<file path="src/rtl/fft_bfly2_pipe_pkg.sv">
// Shared constants and types for the radix-2 butterfly datapath.
// Default widths, twiddle fraction bits and the accumulator width rule live here.
package fft_bfly2_pipe_pkg;

    localparam int DEF_INP_WD = 16;
    localparam int DEF_OUT_WD = 16;
    localparam int DEF_WN_WD  = 16;
    localparam int DEF_FRC_WD = 14;

    // Per-sample mode bits that travel down the pipe alongside the data.
    typedef struct packed {
        logic inv;
        logic scl;
    } mode_t;

    // Wide enough for (a <<< FRC) +/- (b*W) plus the rounding increment.
    function automatic int acc_wd(input int inp_wd, input int wn_wd);
        return inp_wd + wn_wd + 2;
    endfunction

endpackage

</file>
<file path="src/rtl/fft_cmul_pipe.sv">
// Registered complex-multiply partial products b*W, optionally with conj(W).
// Latency: 1 cycle. Backpressure: holds its registers whenever en_i is low.
// Shared with the radix-4 stage, so only the four products are formed here.
module fft_cmul_pipe
    import fft_bfly2_pipe_pkg::*;
#(
    parameter int B_WD = DEF_INP_WD,
    parameter int W_WD = DEF_WN_WD,
    parameter int P_WD = B_WD + W_WD + 1
) (
    input  logic                   clk,
    input  logic                   rst,
    input  logic                   en_i,
    input  logic                   conj_i,
    input  logic signed [B_WD-1:0] b_re_i,
    input  logic signed [B_WD-1:0] b_im_i,
    input  logic signed [W_WD-1:0] w_re_i,
    input  logic signed [W_WD-1:0] w_im_i,
    output logic signed [P_WD-1:0] p_rr_o,
    output logic signed [P_WD-1:0] p_ii_o,
    output logic signed [P_WD-1:0] p_ri_o,
    output logic signed [P_WD-1:0] p_ir_o
);

    // One extra bit so negating the most negative twiddle cannot wrap.
    logic signed [W_WD:0]   w_im_ext;
    logic signed [W_WD:0]   w_im_eff;
    logic signed [P_WD-1:0] p_rr_d, p_ii_d, p_ri_d, p_ir_d;
    logic signed [P_WD-1:0] p_rr_q, p_ii_q, p_ri_q, p_ir_q;

    assign w_im_ext = {w_im_i[W_WD-1], w_im_i};
    assign w_im_eff = conj_i ? -w_im_ext : w_im_ext;

    assign p_rr_d = P_WD'(b_re_i) * P_WD'(w_re_i);
    assign p_ii_d = P_WD'(b_im_i) * P_WD'(w_im_eff);
    assign p_ri_d = P_WD'(b_re_i) * P_WD'(w_im_eff);
    assign p_ir_d = P_WD'(b_im_i) * P_WD'(w_re_i);

    always_ff @(posedge clk) begin
        if (rst) begin
            p_rr_q <= '0;
            p_ii_q <= '0;
            p_ri_q <= '0;
            p_ir_q <= '0;
        end else if (en_i) begin
            p_rr_q <= p_rr_d;
            p_ii_q <= p_ii_d;
            p_ri_q <= p_ri_d;
            p_ir_q <= p_ir_d;
        end
    end

    assign p_rr_o = p_rr_q;
    assign p_ii_o = p_ii_q;
    assign p_ri_o = p_ri_q;
    assign p_ir_o = p_ir_q;

endmodule

</file>
<file path="src/rtl/fft_bfly2_pipe.sv">
// Radix-2 DIT butterfly o1 = a + b*W, o2 = a - b*W with per-sample conj/scale; FFT_BFLY_SAT_EN selects clip vs wrap.
// Latency: 3 cycles, 1 sample/cycle. Backpressure: global stall, rdy_o = ~vld_o | rdy_i.
// All three stages freeze together while the output is valid and not taken.
module fft_bfly2_pipe
    import fft_bfly2_pipe_pkg::*;
#(
    parameter int DATA_INP_WD = DEF_INP_WD,
    parameter int DATA_OUT_WD = DEF_OUT_WD,
    parameter int DATA_W_N_WD = DEF_WN_WD,
    parameter int DATA_FRC_WD = DEF_FRC_WD
) (
    input  logic                          clk,
    input  logic                          rst,
    input  logic                          vld_i,
    output logic                          rdy_o,
    input  logic                          inv_i,
    input  logic                          scl_i,
    input  logic signed [DATA_INP_WD-1:0] dat_fft_1_re_i,
    input  logic signed [DATA_INP_WD-1:0] dat_fft_1_im_i,
    input  logic signed [DATA_INP_WD-1:0] dat_fft_2_re_i,
    input  logic signed [DATA_INP_WD-1:0] dat_fft_2_im_i,
    input  logic signed [DATA_W_N_WD-1:0] dat_wn_re_i,
    input  logic signed [DATA_W_N_WD-1:0] dat_wn_im_i,
    output logic                          vld_o,
    input  logic                          rdy_i,
    output logic signed [DATA_OUT_WD-1:0] dat_fft_1_re_o,
    output logic signed [DATA_OUT_WD-1:0] dat_fft_1_im_o,
    output logic signed [DATA_OUT_WD-1:0] dat_fft_2_re_o,
    output logic signed [DATA_OUT_WD-1:0] dat_fft_2_im_o,
    output logic                          ovf_o
);

    localparam int P_WD   = DATA_INP_WD + DATA_W_N_WD + 1;
    localparam int ACC_WD = acc_wd(DATA_INP_WD, DATA_W_N_WD);

    localparam logic signed [ACC_WD-1:0] ONE      = 1;
    localparam logic signed [ACC_WD-1:0] RND_HALF = ONE <<< (DATA_FRC_WD - 1);
    localparam logic signed [ACC_WD-1:0] RND_FULL = ONE <<< DATA_FRC_WD;
    localparam logic signed [ACC_WD-1:0] OUT_MAX  = (ONE <<< (DATA_OUT_WD - 1)) - ONE;
    localparam logic signed [ACC_WD-1:0] OUT_MIN  = -(ONE <<< (DATA_OUT_WD - 1));

    logic en;

    logic                          s1_vld_q;
    mode_t                         s1_mode_q;
    logic signed [DATA_INP_WD-1:0] s1_a_re_q, s1_a_im_q, s1_b_re_q, s1_b_im_q;
    logic signed [DATA_W_N_WD-1:0] s1_w_re_q, s1_w_im_q;

    logic                          s2_vld_q;
    logic                          s2_scl_q;
    logic signed [DATA_INP_WD-1:0] s2_a_re_q, s2_a_im_q;
    logic signed [P_WD-1:0]        p_rr, p_ii, p_ri, p_ir;

    logic signed [ACC_WD-1:0]      p_re, p_im, a_re_sh, a_im_sh;
    logic signed [ACC_WD-1:0]      r1_re, r1_im, r2_re, r2_im;

    logic                          vld_q, ovf_q, ovf_d;
    logic signed [DATA_OUT_WD-1:0] o1_re_q, o1_im_q, o2_re_q, o2_im_q;
    logic signed [DATA_OUT_WD-1:0] o1_re_d, o1_im_d, o2_re_d, o2_im_d;

    assign en    = ~vld_q | rdy_i;
    assign rdy_o = en;

    // Round half up: add half an LSB of the final scale, then arithmetic shift.
    function automatic logic signed [ACC_WD-1:0] rnd_shift(input logic signed [ACC_WD-1:0] s,
                                                           input logic                     scl);
        logic signed [ACC_WD-1:0] t;
        if (scl) begin
            t = s + RND_FULL;
            return t >>> (DATA_FRC_WD + 1);
        end else begin
            t = s + RND_HALF;
            return t >>> DATA_FRC_WD;
        end
    endfunction

    function automatic logic is_ovf(input logic signed [ACC_WD-1:0] r);
        return (r > OUT_MAX) || (r < OUT_MIN);
    endfunction

    function automatic logic signed [DATA_OUT_WD-1:0] fit(input logic signed [ACC_WD-1:0] r);
`ifdef FFT_BFLY_SAT_EN
        if (r > OUT_MAX) begin
            return OUT_MAX[DATA_OUT_WD-1:0];
        end else if (r < OUT_MIN) begin
            return OUT_MIN[DATA_OUT_WD-1:0];
        end else begin
            return r[DATA_OUT_WD-1:0];
        end
`else
        return r[DATA_OUT_WD-1:0];
`endif
    endfunction

    always_ff @(posedge clk) begin
        if (rst) begin
            s1_vld_q  <= 1'b0;
            s1_mode_q <= '0;
            s1_a_re_q <= '0;
            s1_a_im_q <= '0;
            s1_b_re_q <= '0;
            s1_b_im_q <= '0;
            s1_w_re_q <= '0;
            s1_w_im_q <= '0;
            s2_vld_q  <= 1'b0;
            s2_scl_q  <= 1'b0;
            s2_a_re_q <= '0;
            s2_a_im_q <= '0;
        end else if (en) begin
            s1_vld_q      <= vld_i;
            s1_mode_q.inv <= inv_i;
            s1_mode_q.scl <= scl_i;
            s1_a_re_q     <= dat_fft_1_re_i;
            s1_a_im_q     <= dat_fft_1_im_i;
            s1_b_re_q     <= dat_fft_2_re_i;
            s1_b_im_q     <= dat_fft_2_im_i;
            s1_w_re_q     <= dat_wn_re_i;
            s1_w_im_q     <= dat_wn_im_i;
            s2_vld_q      <= s1_vld_q;
            s2_scl_q      <= s1_mode_q.scl;
            s2_a_re_q     <= s1_a_re_q;
            s2_a_im_q     <= s1_a_im_q;
        end
    end

    fft_cmul_pipe #(
        .B_WD (DATA_INP_WD),
        .W_WD (DATA_W_N_WD),
        .P_WD (P_WD)
    ) u_cmul (
        .clk    (clk),
        .rst    (rst),
        .en_i   (en),
        .conj_i (s1_mode_q.inv),
        .b_re_i (s1_b_re_q),
        .b_im_i (s1_b_im_q),
        .w_re_i (s1_w_re_q),
        .w_im_i (s1_w_im_q),
        .p_rr_o (p_rr),
        .p_ii_o (p_ii),
        .p_ri_o (p_ri),
        .p_ir_o (p_ir)
    );

    assign p_re    = ACC_WD'(p_rr) - ACC_WD'(p_ii);
    assign p_im    = ACC_WD'(p_ri) + ACC_WD'(p_ir);
    assign a_re_sh = ACC_WD'(s2_a_re_q) <<< DATA_FRC_WD;
    assign a_im_sh = ACC_WD'(s2_a_im_q) <<< DATA_FRC_WD;

    assign r1_re = rnd_shift(a_re_sh + p_re, s2_scl_q);
    assign r1_im = rnd_shift(a_im_sh + p_im, s2_scl_q);
    assign r2_re = rnd_shift(a_re_sh - p_re, s2_scl_q);
    assign r2_im = rnd_shift(a_im_sh - p_im, s2_scl_q);

    assign o1_re_d = fit(r1_re);
    assign o1_im_d = fit(r1_im);
    assign o2_re_d = fit(r2_re);
    assign o2_im_d = fit(r2_im);
    // Gated by the stage valid so ovf_o never flags a bubble.
    assign ovf_d   = s2_vld_q & (is_ovf(r1_re) | is_ovf(r1_im) | is_ovf(r2_re) | is_ovf(r2_im));

    always_ff @(posedge clk) begin
        if (rst) begin
            vld_q   <= 1'b0;
            ovf_q   <= 1'b0;
            o1_re_q <= '0;
            o1_im_q <= '0;
            o2_re_q <= '0;
            o2_im_q <= '0;
        end else if (en) begin
            vld_q   <= s2_vld_q;
            ovf_q   <= ovf_d;
            o1_re_q <= o1_re_d;
            o1_im_q <= o1_im_d;
            o2_re_q <= o2_re_d;
            o2_im_q <= o2_im_d;
        end
    end

    assign vld_o          = vld_q;
    assign ovf_o          = ovf_q;
    assign dat_fft_1_re_o = o1_re_q;
    assign dat_fft_1_im_o = o1_im_q;
    assign dat_fft_2_re_o = o2_re_q;
    assign dat_fft_2_im_o = o2_im_q;

endmodule

</file>
<file path="config.mk">
export PLATFORM = sky130hd
export DESIGN_NAME = fft_bfly2_pipe
export DESIGN_NICKNAME = d
export VERILOG_FILES = /design/src/rtl/fft_bfly2_pipe_pkg.sv /design/src/rtl/fft_cmul_pipe.sv /design/src/rtl/fft_bfly2_pipe.sv
export SDC_FILE = /design/constraint.sdc
export NUM_CORES = 2
export LEC_CHECK = 0
export CELL_PAD_IN_SITES_DETAIL_PLACEMENT = 0
export CELL_PAD_IN_SITES_GLOBAL_PLACEMENT = 1
export CORE_MARGIN = 1
export CORE_UTILIZATION = 25
export DETAILED_ROUTE_END_ITERATION = 10
export PLACE_DENSITY = 0.46
export SLEW_MARGIN = 15
export SYNTH_ARGS = -nofsm -noshare
export SYNTH_HDL_FRONTEND = slang
export SYNTH_SLANG_ARGS = --single-unit
</file>
<file path="constraint.sdc">
create_clock -name clk -period 22.6 [get_ports clk]
set_input_delay 4.52 -clock clk [delete_from_list [all_inputs] [get_ports clk]]
set_output_delay 4.52 -clock clk [all_outputs]
set_load 0.01 [all_outputs]
</file>
Yosys cells after proc, flatten, opt, wreduce, memory -nomap -nowiden
Cells that the tools add are included.
{ "word_totals": {"ff_bits": 329, "word_cells": 65} }
{ "op_classes": {"addsub": 15, "mul": 4, "magnitude_cmp": 8, "mux": 5, "bitwise": 6, "n_reduce_logical": 4} }
{ "ops": {"columns": ["operator", "count"], "rows": [
  ["34-bit by 15-bit adder with 34-bit output (second input constant)", 4],
  ["34-bit by 16-bit adder with 34-bit output (second input constant)", 4],
  ["34-bit by 16-bit > comparator with 1-bit output (second input constant)", 4],
  ["34-bit by 16-bit less-than comparator with 1-bit output (second input constant)", 4],
  ["34-bit two-way mux", 4],
  ["30-bit by 34-bit adder with 34-bit output", 2],
  ["30-bit by 34-bit subtractor with 34-bit output", 2],
  ["16-bit by 17-bit multiplier with 33-bit output", 2],
  ["16-bit by 16-bit multiplier with 32-bit output", 2],
  ["33-bit by 32-bit adder with 34-bit output", 1],
  ["32-bit by 33-bit subtractor with 34-bit output", 1],
  ["17-bit two-way mux", 1],
  ["16-bit negation with 17-bit output", 1],
  ["1-bit logical OR", 4],
  ["1-bit bitwise OR", 4],
  ["1-bit AND", 1],
  ["1-bit inverter", 1]
]} }

Logic depth before layout (Yosys ltp)
{ "depth": {"word_depth": 10, "depth_mapped": 37} }

Hierarchy
Synthesis repeated with hierarchy kept, for this count alone.
{ "unflattened": {"cells_unflattened": 7665, "area_unflattened_um2": 63865.0} }
{ "modules_own_cells": {"columns": ["module", "instances", "cells_per_inst", "area_each_um2", "seq_area_each_um2"], "rows": [
  ["fft_cmul_pipe", 1, 5030, 45288.4, 2602.5],
  ["fft_bfly2_pipe", 1, 2635, 18576.6, 3983.8]
]} }

Worst setup path before layout
OpenSTA, ideal clock, no wires.
{ "synth_timing": {"path_type": "input to output", "start": "input rdy_i", "end": "output rdy_o", "arrival_ns": 5.398, "t_required_ns": 18.080, "path_slack_ns": 12.682, "path_stages": 5, "path_cell_list": "nor2b_1 -> clkbuf_1 -> inv_1 -> clkbuf_1 -> buf_1"} }
{ "synth_between": {"elab_chain_len": 1} }
{ "synth_rtl": {"columns": ["element", "line_no", "rtl"], "rows": [
  ["from (decl)", "fft_bfly2_pipe.sv:25", "input logic rdy_i,"],
  ["1-bit bitwise OR", "fft_bfly2_pipe.sv:61", "assign en = ~vld_q | rdy_i;"],
  ["to (decl)", "fft_bfly2_pipe.sv:15", "output logic rdy_o,"]
]} }
Every way passes these cells.

Worst setup path after layout
Same ends and word-level chain as after synthesis.

==> impl_summary.md <==
Outcome
The run finished, with violations left. The final reports fail on DRC.

Clock tree
At the later pin of the worst-skew pair, clock insertion delay measures 720 ps. The clock tree buffer depth is 3. The count of hold-fix buffers inserted at cts is 0.

The number of setup buffers added after CTS is 0. The H-tree depth is 2. After clock tree synthesis, the clock-pin slew on the worst setup and hold paths is 60 ps. The buffer type at the clock tree root is clkbuf_16.

The TritonCTS clock tree is yes. The number of clock sinks is 329. The post-cts sizing count is 0. The number of buffers inserted during clock tree synthesis is 50.

Timing
The slew of the pin with the lowest slew margin is 1060 ps. The accumulated negative setup slack is 0 ps. The relative slew slack is 28.6%.

The count of final max-slew check failures came to 0. For the final database, setup skew stands at 65.2 ps. The final critical-path share of the clock period is 49.2%. Setup repair after global routing left no endpoint under its margin. Based on the critical path, the design can be clocked at up to 89.9 MHz. The final-report hold violation count was 0. The final critical delay including setup and external delays is 11130 ps. Setup violations remaining at the end of the flow were counted as 0.

Worst hold path
The endpoint of the worst hold-timing path is dat_fft_1_re_o[7]. Counting instances, the worst hold path has a depth of 2. The path type of the worst min-delay path is reg -> reg. The startpoint identified for the worst hold timing path is dat_fft_1_re_o[7].

Critical path
The number of gates on the worst path with buffers counted is 5. The sum of buffers and inverters on the critical path is 4. The largest stage delay on the critical path is 660 ps. The worst register-to-register path begins at u_cmul.p_ii_o[0]. The worst reg2reg path endpoint is ovf_o. The path type of the worst setup path is in -> out. The kind of cell adding the most delay to the critical path is buffers and inverters. The launching element type of the critical path is an input port. The critical path capture point type is an output pin.

For the worst setup path, the data arrival time is 6610 ps. The worst path required time is 18080 ps. The peak fanout along the critical path is 96. For flop-to-flop paths, the worst setup slack is 13300 ps. Measured in cells, the most critical reg-to-reg path has a length of 34.

The most numerous cell type found on the critical path is clkdlybuf4s50_1. Among all stages on the critical path, the largest delay is contributed by clkdlybuf4s50_1. Walking the worst path, the cells encountered are clkdlybuf4s50_1, nor2b_4, buf_4, inv_8, clkdlybuf4s50_1.

Die
The floorplan die width is 499 µm. The height of the chip is 499 µm. Once the floorplan was initialized, standard cells occupied 25.1% of the core. The region available for standard cell placement spans 246000 µm². The number of placement rows is 182. 169 I/O pins were placed. The die covers 249000 µm².

Logic synthesis
The count of unique library cells instantiated by Yosys is 107. The post-synthesis instance total is 7394. In this run, synthesis produced a sequential element count of 329. The number of warnings reported in the yosys synthesis log is 0. The post-synthesis adder-cell area fraction is 44.8%. The synthesized netlist devotes 18.0% of its cell area to simple gates. The post-synthesis instance area is 61800 µm². The multiplexer share of the synthesized area is 0.456%. The synthesized netlist devotes 5.52% of its cell area to XOR and XNOR gates. After synthesis, flip-flops and latches occupy 10.7% of the total area. The synthesized netlist devotes 10.3% of its cell area to compound gates. The number of nets in the synthesized netlist is 9061.

In this run, synthesis inferred 0 flip-flops with an integrated enable. The async set-reset flop share out of synthesis is 0%. A synthesized cell averages 8.36 µm². The most instantiated flip-flop cell in the synthesis netlist is dfxtp_1. By area, the combinational part of the netlist is dominated by adder cells.

Route
For this block, the initial DRC count from the detailed router was 2241. The number of vias in the routed layout is 47900. The pre-antenna-repair detailed-routing pass consisted of 8 iterations. The count of nets left with antenna violations once routing finished came out at 0. The residual DRC count is 2.

The average vias per placed instance is 4.52. The detail-routed net length per standard cell is 19.4 µm. Wires add up to 206 mm.

Global routing
The first global-routing pass estimated 317 mm of wire. The pin count of the biggest net entering global routing is 135. Across every metal layer, demand over resource in global routing totals 16.6%. The via count of the first global-routing pass is 50500. The number of antenna violations at the first check in global routing was 8. Global routing finished with a remaining overflow of 0.

Job
The number of violations of the max-capacitance limit is 0.

Power and ir drop
Registers are responsible for 9.2% of the overall power. Of the total power, combinational logic draws 80.9%. The clock network fraction of total power is 9.9%.

Across the VDD grid, the largest voltage drop is 0.0749 mV. Net switching is 54.9% of the power. The analysis attributes to net switching a power of 0.00515 W. The leakage power is 30.8 nW. The internal power is 0.00423 W. The total power density per cell area is 136 nW/µm².

Finish
The net count reported at finish is 9006. The most common cell after layout, fill and taps aside is inv_1. The final instance area is 68900 µm². The fraction of final layout cells with drive strength greater than 1 is 3.67%. Counting the fill cells in the layout gives 26500. The top cell types in the final layout, fill and taps aside, are inv_1 (1317), nand2_1 (1296), fa_1 (1080). The synthesis-to-layout area growth is 11.4%. The sequential cells in the finished layout cover a total of 6600 µm². The combined area of the multi-input logic cells is 49000 µm².

Place
In this run the cell area measured after placement is 67000 µm². The number of input and output port buffers inserted is 168. The HPWL after detailed placement is 160 mm. At the end of routability-driven placement, the weighted congestion stood at 0.803.
registers in the layout, summed over array words and instances, names as in the netlist, 2 cells and up:
name            flops
s1_mode_q           2
u_cmul.p_ir_o      32
s1_a_im_q          16
s1_w_re_q          16
dat_fft_2_im_o     16
dat_fft_1_re_o     16
u_cmul.p_ri_o      33
dat_fft_2_re_o     16
s2_a_re_q          16
s1_b_re_q          16
s2_a_im_q          16
u_cmul.p_rr_o      32
u_cmul.p_ii_o      33
s1_b_im_q          16
s1_a_re_q          16
dat_fft_1_im_o     16
s1_w_im_q          16
layout make-up:
cell class / count / area share, %
Clock inverter: 35 / 0.810
Timing Repair Buffer: 261 / 3.52
Inverter: 1319 / 7.20
Multi-Input combinational cell: 5378 / 71.1
Tap cell: 3220 / 5.85
Clock buffer: 58 / 1.93
Sequential cell: 329 / 9.57
Antenna cell: 4 / 0.0145
worst min-delay path: cells and delay by family (launching register included):
kind,cells,cell delay (ps)
AO/OA/AOI/OAI,1,50
AND/OR/NAND/NOR,1,50
flip-flops,1,310
cells in the mapped netlist (51+ instances only):
master | number | area (µm²)
nor2_1 | 244 | 916
fa_1 | 1080 | 21600
xor2_1 | 105 | 920
ha_1 | 485 | 6070
a21oi_1 | 462 | 2310
o21bai_1 | 57 | 428
nand2b_1 | 51 | 319
xnor2_1 | 279 | 2440
a211oi_1 | 55 | 413
dfxtp_1 | 329 | 6590
o21ai_0 | 114 | 571
nand2_1 | 1296 | 4860
nor3_1 | 89 | 445
nand3_1 | 73 | 365
a21o_1 | 51 | 383
and2_1 | 409 | 2560
inv_1 | 1318 | 4950
clkbuf_1 | 334 | 1250
metrics by stage:
stage | hold slack, ps | instances | utilization (%) | setup slack [ps] | power (W)
after floorplan | 432 | 7394 | - | 12680 | 0.00623
after global placement | 440 | 10500 | 27.2 | 11390 | 0.00855
after detailed placement | 443 | 10500 | 27.2 | 11400 | 0.00856
after CTS | 452 | 10600 | 28.0 | 11390 | 0.00957
after global routing | 468 | 10600 | 28.0 | 11320 | 0.0104
final | 450 | 10600 | 28.0 | 11470 | 0.00938
kinds of logic (layout without fill, tap and decap cells):
family,count (synthesis),after routing
simple gates,2390,2390
buf+inv,1687,1673
fa+ha+maj,1565,1565
compound gates,1009,1009
xor+xnor,387,387
flops,329,329
mux,27,27
other cells,0,4
worst max-delay path by stage:
stage                 end  startpoint
global placement    rdy_o       rdy_i
CTS                 rdy_o       rdy_i
floorplan           rdy_o       rdy_i
detailed placement  rdy_o       rdy_i
global route        rdy_o       rdy_i
finish              rdy_o       rdy_i
power by group through the flow:
stage               registers [W]  logic (W)  clock network, W
CTS                      0.000867    0.00773          0.000975
global placement         0.000878    0.00767                 0
finish                   0.000860    0.00759          0.000928
floorplan                0.000836    0.00540                 0
global route             0.000879    0.00854          0.000986
detailed placement       0.000880    0.00768                 0
metal layers:
layer	share of wire, %	up-vias	track usage (%)
met4	1.6	2	3.04
met1	49	24400	23.3
met3	2.5	120	1.28
met2	47	591	28.0
met5	0.0063	-	0
li1	-	22800	-
No activity file was read; power rests on OpenSTA's default activity.
